$ cat config.mk
export PLATFORM = sky130hd
export DESIGN_NAME = load_store_unit_flat
export DESIGN_NICKNAME = d
export VERILOG_FILES = /design/src/rtl/load_store_unit_if.sv /design/src/rtl/load_store_unit.sv /design/src/flat_wrapper.sv
export SDC_FILE = /design/constraint.sdc
export NUM_CORES = 1
export LEC_CHECK = 0
export ABC_AREA = 1
export ABC_CLOCK_PERIOD_IN_PS = 1500
export BUFFER_PORTS_ARGS = -buffer_cell sky130_fd_sc_hd__buf_2
export CORE_ASPECT_RATIO = 1.1
export CORE_MARGIN = 1
export CORE_UTILIZATION = 41
export CTS_BUF_LIST = sky130_fd_sc_hd__clkbuf_4 sky130_fd_sc_hd__clkbuf_8 sky130_fd_sc_hd__clkbuf_16
export DETAILED_ROUTE_END_ITERATION = 8
export PLACE_DENSITY = 0.68
export SLEW_MARGIN = 20
export SYNTH_ARGS = -nofsm -noshare
export SYNTH_HDL_FRONTEND = slang
export SYNTH_SLANG_ARGS = --single-unit
export TNS_END_PERCENT = 100
$ cat constraint.sdc
create_clock -name clk -period 1.5 [get_ports clk]
set_clock_uncertainty 0.15 [all_clocks]
set_input_delay 0.15 -clock clk [delete_from_list [all_inputs] [get_ports clk]]
set_output_delay 0.15 -clock clk [all_outputs]
set_load 0.02 [all_outputs]
$ cat src/rtl/load_store_unit_if.sv
// ============================================================================
// load_store_unit_if : request/response and RAM bus bundle for load_store_unit
// Rev 1.0
// ============================================================================
`default_nettype none

interface load_store_unit_if #(
  parameter int ADDR_W = 16,
  parameter int DATA_W = 32
);
  logic              req_valid;
  logic              req_ready;
  logic              req_we;
  logic [1:0]        req_size;
  logic              req_signed;
  logic [ADDR_W-1:0] req_addr;
  logic [DATA_W-1:0] req_wdata;

  logic              resp_valid;
  logic              resp_err;
  logic [DATA_W-1:0] resp_rdata;

  logic              ram_ce;
  logic              ram_we;
  logic [ADDR_W-1:0] ram_addr;
  logic [DATA_W-1:0] ram_wdata;
  logic [DATA_W-1:0] ram_rdata;

  // Core plus RAM side: drives requests and read data, observes everything else.
  modport master (
    output req_valid, req_we, req_size, req_signed, req_addr, req_wdata,
    output ram_rdata,
    input  req_ready, resp_valid, resp_err, resp_rdata,
    input  ram_ce, ram_we, ram_addr, ram_wdata
  );

  modport slave (
    input  req_valid, req_we, req_size, req_signed, req_addr, req_wdata,
    input  ram_rdata,
    output req_ready, resp_valid, resp_err, resp_rdata,
    output ram_ce, ram_we, ram_addr, ram_wdata
  );
endinterface

`default_nettype wire

$ cat src/rtl/load_store_unit.sv
// ============================================================================
// load_store_unit : byte/half/word load-store front-end onto a word-wide RAM
// Rev 1.0
// ============================================================================
`default_nettype none

module load_store_unit #(
  parameter int ADDR_W = 16,
  parameter int DATA_W = 32
) (
  input  logic              clk,
  input  logic              rst,
  load_store_unit_if.slave  bus
);

  typedef enum logic [2:0] {
    IDLE = 3'd0,
    RD   = 3'd1,
    CAP  = 3'd2,
    WR   = 3'd3,
    RESP = 3'd4
  } state_t;

  localparam logic [1:0] SIZE_B = 2'b00;
  localparam logic [1:0] SIZE_H = 2'b01;
  localparam logic [1:0] SIZE_W = 2'b10;

  state_t            state;
  logic              op_we;
  logic [1:0]        op_size;
  logic              op_signed;
  logic [1:0]        op_lane;
  logic [15:0]       op_wdata;
  logic [DATA_W-1:0] merge_buf;

  logic              resp_valid_q;
  logic              resp_err_q;
  logic [DATA_W-1:0] resp_rdata_q;
  logic              ram_ce_q;
  logic              ram_we_q;
  logic [ADDR_W-1:0] ram_addr_q;

  logic              accept;
  logic              req_bad;
  logic [ADDR_W-1:0] aligned_addr;
  logic [7:0]        rd_byte;
  logic [15:0]       rd_half;
  logic [DATA_W-1:0] load_word;
  logic [DATA_W-1:0] wr_word;

  assign accept       = bus.req_valid & bus.req_ready;
  assign aligned_addr = {bus.req_addr[ADDR_W-1:2], 2'b00};

  always_comb begin
    case (bus.req_size)
      SIZE_B:  req_bad = 1'b0;
      SIZE_H:  req_bad = bus.req_addr[0];
      SIZE_W:  req_bad = |bus.req_addr[1:0];
      default: req_bad = 1'b1;
    endcase
  end

  // Lane extraction works on the live RAM data seen during CAP.
  always_comb begin
    case (op_lane)
      2'd0:    rd_byte = bus.ram_rdata[7:0];
      2'd1:    rd_byte = bus.ram_rdata[15:8];
      2'd2:    rd_byte = bus.ram_rdata[23:16];
      default: rd_byte = bus.ram_rdata[31:24];
    endcase
    rd_half = op_lane[1] ? bus.ram_rdata[31:16] : bus.ram_rdata[15:0];
    case (op_size)
      SIZE_B:  load_word = {{24{op_signed & rd_byte[7]}}, rd_byte};
      SIZE_H:  load_word = {{16{op_signed & rd_half[15]}}, rd_half};
      default: load_word = bus.ram_rdata;
    endcase
  end

  // Word stores preload merge_buf with the full store data, so no lane is replaced.
  always_comb begin
    wr_word = merge_buf;
    case (op_size)
      SIZE_B: begin
        case (op_lane)
          2'd0:    wr_word[7:0]   = op_wdata[7:0];
          2'd1:    wr_word[15:8]  = op_wdata[7:0];
          2'd2:    wr_word[23:16] = op_wdata[7:0];
          default: wr_word[31:24] = op_wdata[7:0];
        endcase
      end
      SIZE_H: begin
        if (op_lane[1]) wr_word[31:16] = op_wdata;
        else            wr_word[15:0]  = op_wdata;
      end
      default: ;
    endcase
  end

  always_ff @(posedge clk) begin
    if (rst) begin
      state        <= IDLE;
      op_we        <= 1'b0;
      op_size      <= 2'b00;
      op_signed    <= 1'b0;
      op_lane      <= 2'b00;
      op_wdata     <= 16'h0;
      merge_buf    <= '0;
      resp_valid_q <= 1'b0;
      resp_err_q   <= 1'b0;
      resp_rdata_q <= '0;
      ram_ce_q     <= 1'b0;
      ram_we_q     <= 1'b0;
      ram_addr_q   <= '0;
    end else begin
      case (state)
        IDLE: begin
          if (accept) begin
            op_we     <= bus.req_we;
            op_size   <= bus.req_size;
            op_signed <= bus.req_signed;
            op_lane   <= bus.req_addr[1:0];
            op_wdata  <= bus.req_wdata[15:0];
            if (req_bad) begin
              resp_valid_q <= 1'b1;
              resp_err_q   <= 1'b1;
              resp_rdata_q <= '0;
              state        <= RESP;
            end else begin
              ram_ce_q   <= 1'b1;
              ram_addr_q <= aligned_addr;
              if (bus.req_we && bus.req_size == SIZE_W) begin
                merge_buf <= bus.req_wdata;
                ram_we_q  <= 1'b1;
                state     <= WR;
              end else begin
                state <= RD;
              end
            end
          end
        end
        RD: state <= CAP;
        CAP: begin
          merge_buf <= bus.ram_rdata;
          if (op_we) begin
            ram_we_q <= 1'b1;
            state    <= WR;
          end else begin
            resp_rdata_q <= load_word;
            resp_valid_q <= 1'b1;
            ram_ce_q     <= 1'b0;
            ram_addr_q   <= '0;
            state        <= RESP;
          end
        end
        WR: begin
          ram_ce_q     <= 1'b0;
          ram_we_q     <= 1'b0;
          ram_addr_q   <= '0;
          resp_rdata_q <= '0;
          resp_valid_q <= 1'b1;
          state        <= RESP;
        end
        RESP: begin
          resp_valid_q <= 1'b0;
          resp_err_q   <= 1'b0;
          state        <= IDLE;
        end
        default: state <= IDLE;
      endcase
    end
  end

  assign bus.req_ready  = (state == IDLE) & ~rst;
  assign bus.resp_valid = resp_valid_q;
  assign bus.resp_err   = resp_err_q;
  assign bus.resp_rdata = resp_rdata_q;
  assign bus.ram_ce     = ram_ce_q;
  // A write cycle that meets a reset edge must never reach the RAM.
  assign bus.ram_we     = ram_we_q & ~rst;
  assign bus.ram_addr   = ram_addr_q;
  assign bus.ram_wdata  = (state == WR) ? wr_word : '0;

endmodule

`default_nettype wire
$ cat src/flat_wrapper.sv
// flat-port wrapper written by rule: the top's interface ports become plain ports
module load_store_unit_flat 
#(
  parameter int ADDR_W = 16,
  parameter int DATA_W = 32
)
  (clk, rst, bus_req_valid, bus_req_we, bus_req_size, bus_req_signed, bus_req_addr, bus_req_wdata, bus_ram_rdata, bus_req_ready, bus_resp_valid, bus_resp_err, bus_resp_rdata, bus_ram_ce, bus_ram_we, bus_ram_addr, bus_ram_wdata);
  load_store_unit_if #(.ADDR_W(ADDR_W), .DATA_W(DATA_W)) bus_i ();
  input  logic clk;
  input  logic rst;
  input wire logic [$bits(bus_i.req_valid)-1:0] bus_req_valid;
  input wire logic [$bits(bus_i.req_we)-1:0] bus_req_we;
  input wire logic [$bits(bus_i.req_size)-1:0] bus_req_size;
  input wire logic [$bits(bus_i.req_signed)-1:0] bus_req_signed;
  input wire logic [$bits(bus_i.req_addr)-1:0] bus_req_addr;
  input wire logic [$bits(bus_i.req_wdata)-1:0] bus_req_wdata;
  input wire logic [$bits(bus_i.ram_rdata)-1:0] bus_ram_rdata;
  output wire logic [$bits(bus_i.req_ready)-1:0] bus_req_ready;
  output wire logic [$bits(bus_i.resp_valid)-1:0] bus_resp_valid;
  output wire logic [$bits(bus_i.resp_err)-1:0] bus_resp_err;
  output wire logic [$bits(bus_i.resp_rdata)-1:0] bus_resp_rdata;
  output wire logic [$bits(bus_i.ram_ce)-1:0] bus_ram_ce;
  output wire logic [$bits(bus_i.ram_we)-1:0] bus_ram_we;
  output wire logic [$bits(bus_i.ram_addr)-1:0] bus_ram_addr;
  output wire logic [$bits(bus_i.ram_wdata)-1:0] bus_ram_wdata;
  assign bus_i.req_valid = bus_req_valid;
  assign bus_i.req_we = bus_req_we;
  assign bus_i.req_size = bus_req_size;
  assign bus_i.req_signed = bus_req_signed;
  assign bus_i.req_addr = bus_req_addr;
  assign bus_i.req_wdata = bus_req_wdata;
  assign bus_i.ram_rdata = bus_ram_rdata;
  assign bus_req_ready = bus_i.req_ready;
  assign bus_resp_valid = bus_i.resp_valid;
  assign bus_resp_err = bus_i.resp_err;
  assign bus_resp_rdata = bus_i.resp_rdata;
  assign bus_ram_ce = bus_i.ram_ce;
  assign bus_ram_we = bus_i.ram_we;
  assign bus_ram_addr = bus_i.ram_addr;
  assign bus_ram_wdata = bus_i.ram_wdata;
  load_store_unit #(.ADDR_W(ADDR_W), .DATA_W(DATA_W)) u_core (.clk(clk), .rst(rst), .bus(bus_i));
endmodule
==> qor.csv <==
metric;value;unit
status;complete, but fails checks;
violations;setup timing;
rsz0062_at_grt;yes;
worstHoldStart;bus_req_wdata[27];
power;0.00923;W
clockBufferDepth;2;
rr_worst_depth;13;
setup_viol;140;
synth_mux_area_share;0;%
holdPathEnd;u_core.merge_buf[27];
layout-drive-gt1-share;50.0;%
ys_warn_count;0;
min_period;2.04;ns
synth_cells;927;
worstSkewPairLatency;0.36;ns
mostFrequentLayoutCell;nand2_1;
slowest_delay;0.39;ns
wl_per_cell;19.1;µm
grt.overflow.total;0;
cts_made_buffers;9;
dpl_worst_slack;-0.297;ns
syn2layout_area_growth;85.0;%
reg2reg_setup_slack;-0.48;ns
r2r_start;u_core.state[0];
via_count;7849;
stdcell_area;10600;µm²
max_freq;0.490;GHz
startpoint;u_core.op_size[1];
dieHeight;126;µm
pin_count;172;
regArea;2160;µm²
startpoint_type;register;
maxSlewHeadroom;52.3;%
grt_max_degree;50;
final_cell_mix;nand2_1, buf_2, dfxtp_1;
grtUsageMet1;37.5;%
first_iter_violations;823;
grtUsageMet2;53.2;%
yosysSeqAreaShare;37.2;%
synth_xor_area_share;0;%
fin_tns_setup;-51.55;ns
multi_input_area;4360;µm²
die_area;14500;µm²
ant_nets;0;
grt_pass1_wl;35000;µm
critical_path.slowest_cell;dfxtp_4;
top_usage_layer;met2;
initial_core_util;41.9;%
vias_per_cell;5.45;
clkTransAtPathRegs;0.08;ns
finalHoldViolCount;0;
drv_slew;0;
syn_avg_cell_area;6.21;µm²
worst_pin_slew;0.715;ns
core_area;13700;µm²
first_pass_iters;6;
row_count;45;
whs_path_depth;5;
dp_hpwl;15300;µm
layout.cells.non_filler;1440;
synthSimpleGateAreaFrac;30.3;%
placed_area;7660;µm²
powerDensity;867;nW/µm²
crit_fanout;5;
critPathCaptureType;output pin;
syn_area;5760;µm²
crit_path_cell_trace;inv_4, nand2_4, nor2_4, buf_4, nor2_4, buf_6, o22ai_2, nor3_2, buf_4;
maxCapViolations;0;
routed_wl;27600;µm
synth_compound_area_share;21.2;%
hold_path_class;in2reg;
ys_ff_latch;107;
leakage;4.90;nW
port_buffers;169;
synth_cell_type_count;31;
r2r_end;u_core.merge_buf[12];
worst_slack;-0.540;ns
synth_top_family_by_area;simple AND/OR/NAND/NOR gates;
use_met3;4.52;%
cts.sinks;107;
dp.cells;1321;
grt_usage;31.6;%
num-fill-cells;959;
gp_routability_congestion;0.918;
ctsHtreeMaxLevel;3;
synthAdderAreaFrac;0;%
vdd_drop_max;0.000809;V
die_w;115;µm
fin_nets;1333;
crit_type;reg2out;
period_share;136;%
grt_pass1_vias;6764;
drc;0;
cp.required;1.20;ns
cp.arrival;1.74;ns
cts-root-buf;clkbuf_16;
tritoncts;done;
antenna_found_initial;1;
-- how the worst max path moves through the flow --
stage | end | slack, ns
2_1_floorplan | bus_ram_wdata[14] | -0.04
5_1_grt | bus_ram_wdata[14] | -0.60
3_5_place_dp | bus_ram_wdata[13] | -0.30
4_1_cts | bus_ram_wdata[28] | -0.48
6_report | bus_ram_wdata[15] | -0.54
3_3_place_gp | bus_ram_wdata[14] | -0.20
-- repair_timing --
item | CTS | global route
gates cloned | 12 | 15
hold endpoints to repair | 43 | 0
buffers inserted | 16 | 30
pin swaps | 41 | 43
hold buffers | 41 | 0
resized for setup | 220 | 255
endpoints found under the setup margin | 124 | 140
-- through the flow --
| step | util [%] | hold slack, ns |
|---|---|---|
| 2_1_floorplan | - | 0.110 |
| 3_3_place_gp | 55.7 | 0.213 |
| 3_5_place_dp | 55.7 | 0.210 |
| 4_1_cts | 68.7 | 0.00165 |
| 5_1_grt | 77.5 | 0.0355 |
| 6_report | 77.5 | 0.00372 |
-- cell families after synthesis --
family / count (synthesis)
and+or+nand+nor: 429
AOI/OAI and AO/OA: 229
buffers and inverters: 161
DFF: 107
other: 1
-- sequential cells by signal, indices dropped and copies added (netlist names) --
signal	cells
u_core.bus.resp_rdata	32
u_core.merge_buf	32
u_core.op_wdata	16
u_core.bus.ram_addr	14
u_core.state	3
u_core.op_lane	2
u_core.op_size	2
u_core.bus.ram_ce	1
u_core.bus.resp_err	1
u_core.bus.resp_valid	1
u_core.op_signed	1
u_core.op_we	1
u_core.ram_we_q	1
-- layout make-up --
class	instances	area share (%)
Timing Repair inverter	2	0.141
Clock buffer	9	2.12
Inverter	106	4.15
Multi-Input combinational cell	660	40.9
Antenna cell	1	0.0235
Tap cell	188	2.21
Sequential cell	107	20.3
Timing Repair Buffer	360	29.4
Clock inverter	7	0.717
-- critical path: cells and delay by family, from the launching register on --
family	cells	cell delay, ns
compound gates	1	0.06
simple gates	4	0.45
buf+inv	4	0.47
flops	1	0.39
-- cells in the mapped netlist --
cell,instances,area [µm²]
buf_1,5,18.8
a31oi_1,1,6.26
or2_2,1,6.26
clkbuf_1,26,97.6
buf_4,2,15.0
o221ai_1,8,70.1
a211oi_1,6,45.0
nand4_2,2,25.0
buf_6,1,11.3
conb_1,1,3.75
nand4_1,1,6.26
o211ai_1,2,15.0
o21a_1,1,7.51
nor2_4,1,11.3
clkinv_1,3,11.3
nor2_2,4,25.0
nand3_1,46,230
o22ai_1,1,6.26
nand2_1,259,972
inv_1,98,368
o21ai_0,93,465
dfxtp_1,107,2140
nor2_1,105,394
a311oi_1,1,8.76
buf_2,21,105
nand2_2,2,12.5
nand3_2,4,40.0
o211ai_4,1,21.3
a21oi_1,115,576
nor3_1,4,20.0
inv_2,5,18.8
-- where the power goes --
| group | leakage (nW) | total (W) | switching [W] | internal, W |
|---|---|---|---|---|
| logic | 3.88 | 0.00353 | 0.00201 | 0.00151 |
| registers | 0.873 | 0.00317 | 0.000157 | 0.00302 |
| clock network | 0.142 | 0.00253 | 0.00122 | 0.00131 |
| total | 4.90 | 0.00923 | 0.00339 | 0.00584 |
-- metal layers --
layer | wire length (µm) | share of wire, %
met4 | 2020 | 7.3
met1 | 9920 | 36
met2 | 13600 | 49
met3 | 2040 | 7.4
met5 | 0 | 0
Power figures use the tool's default switching activity.
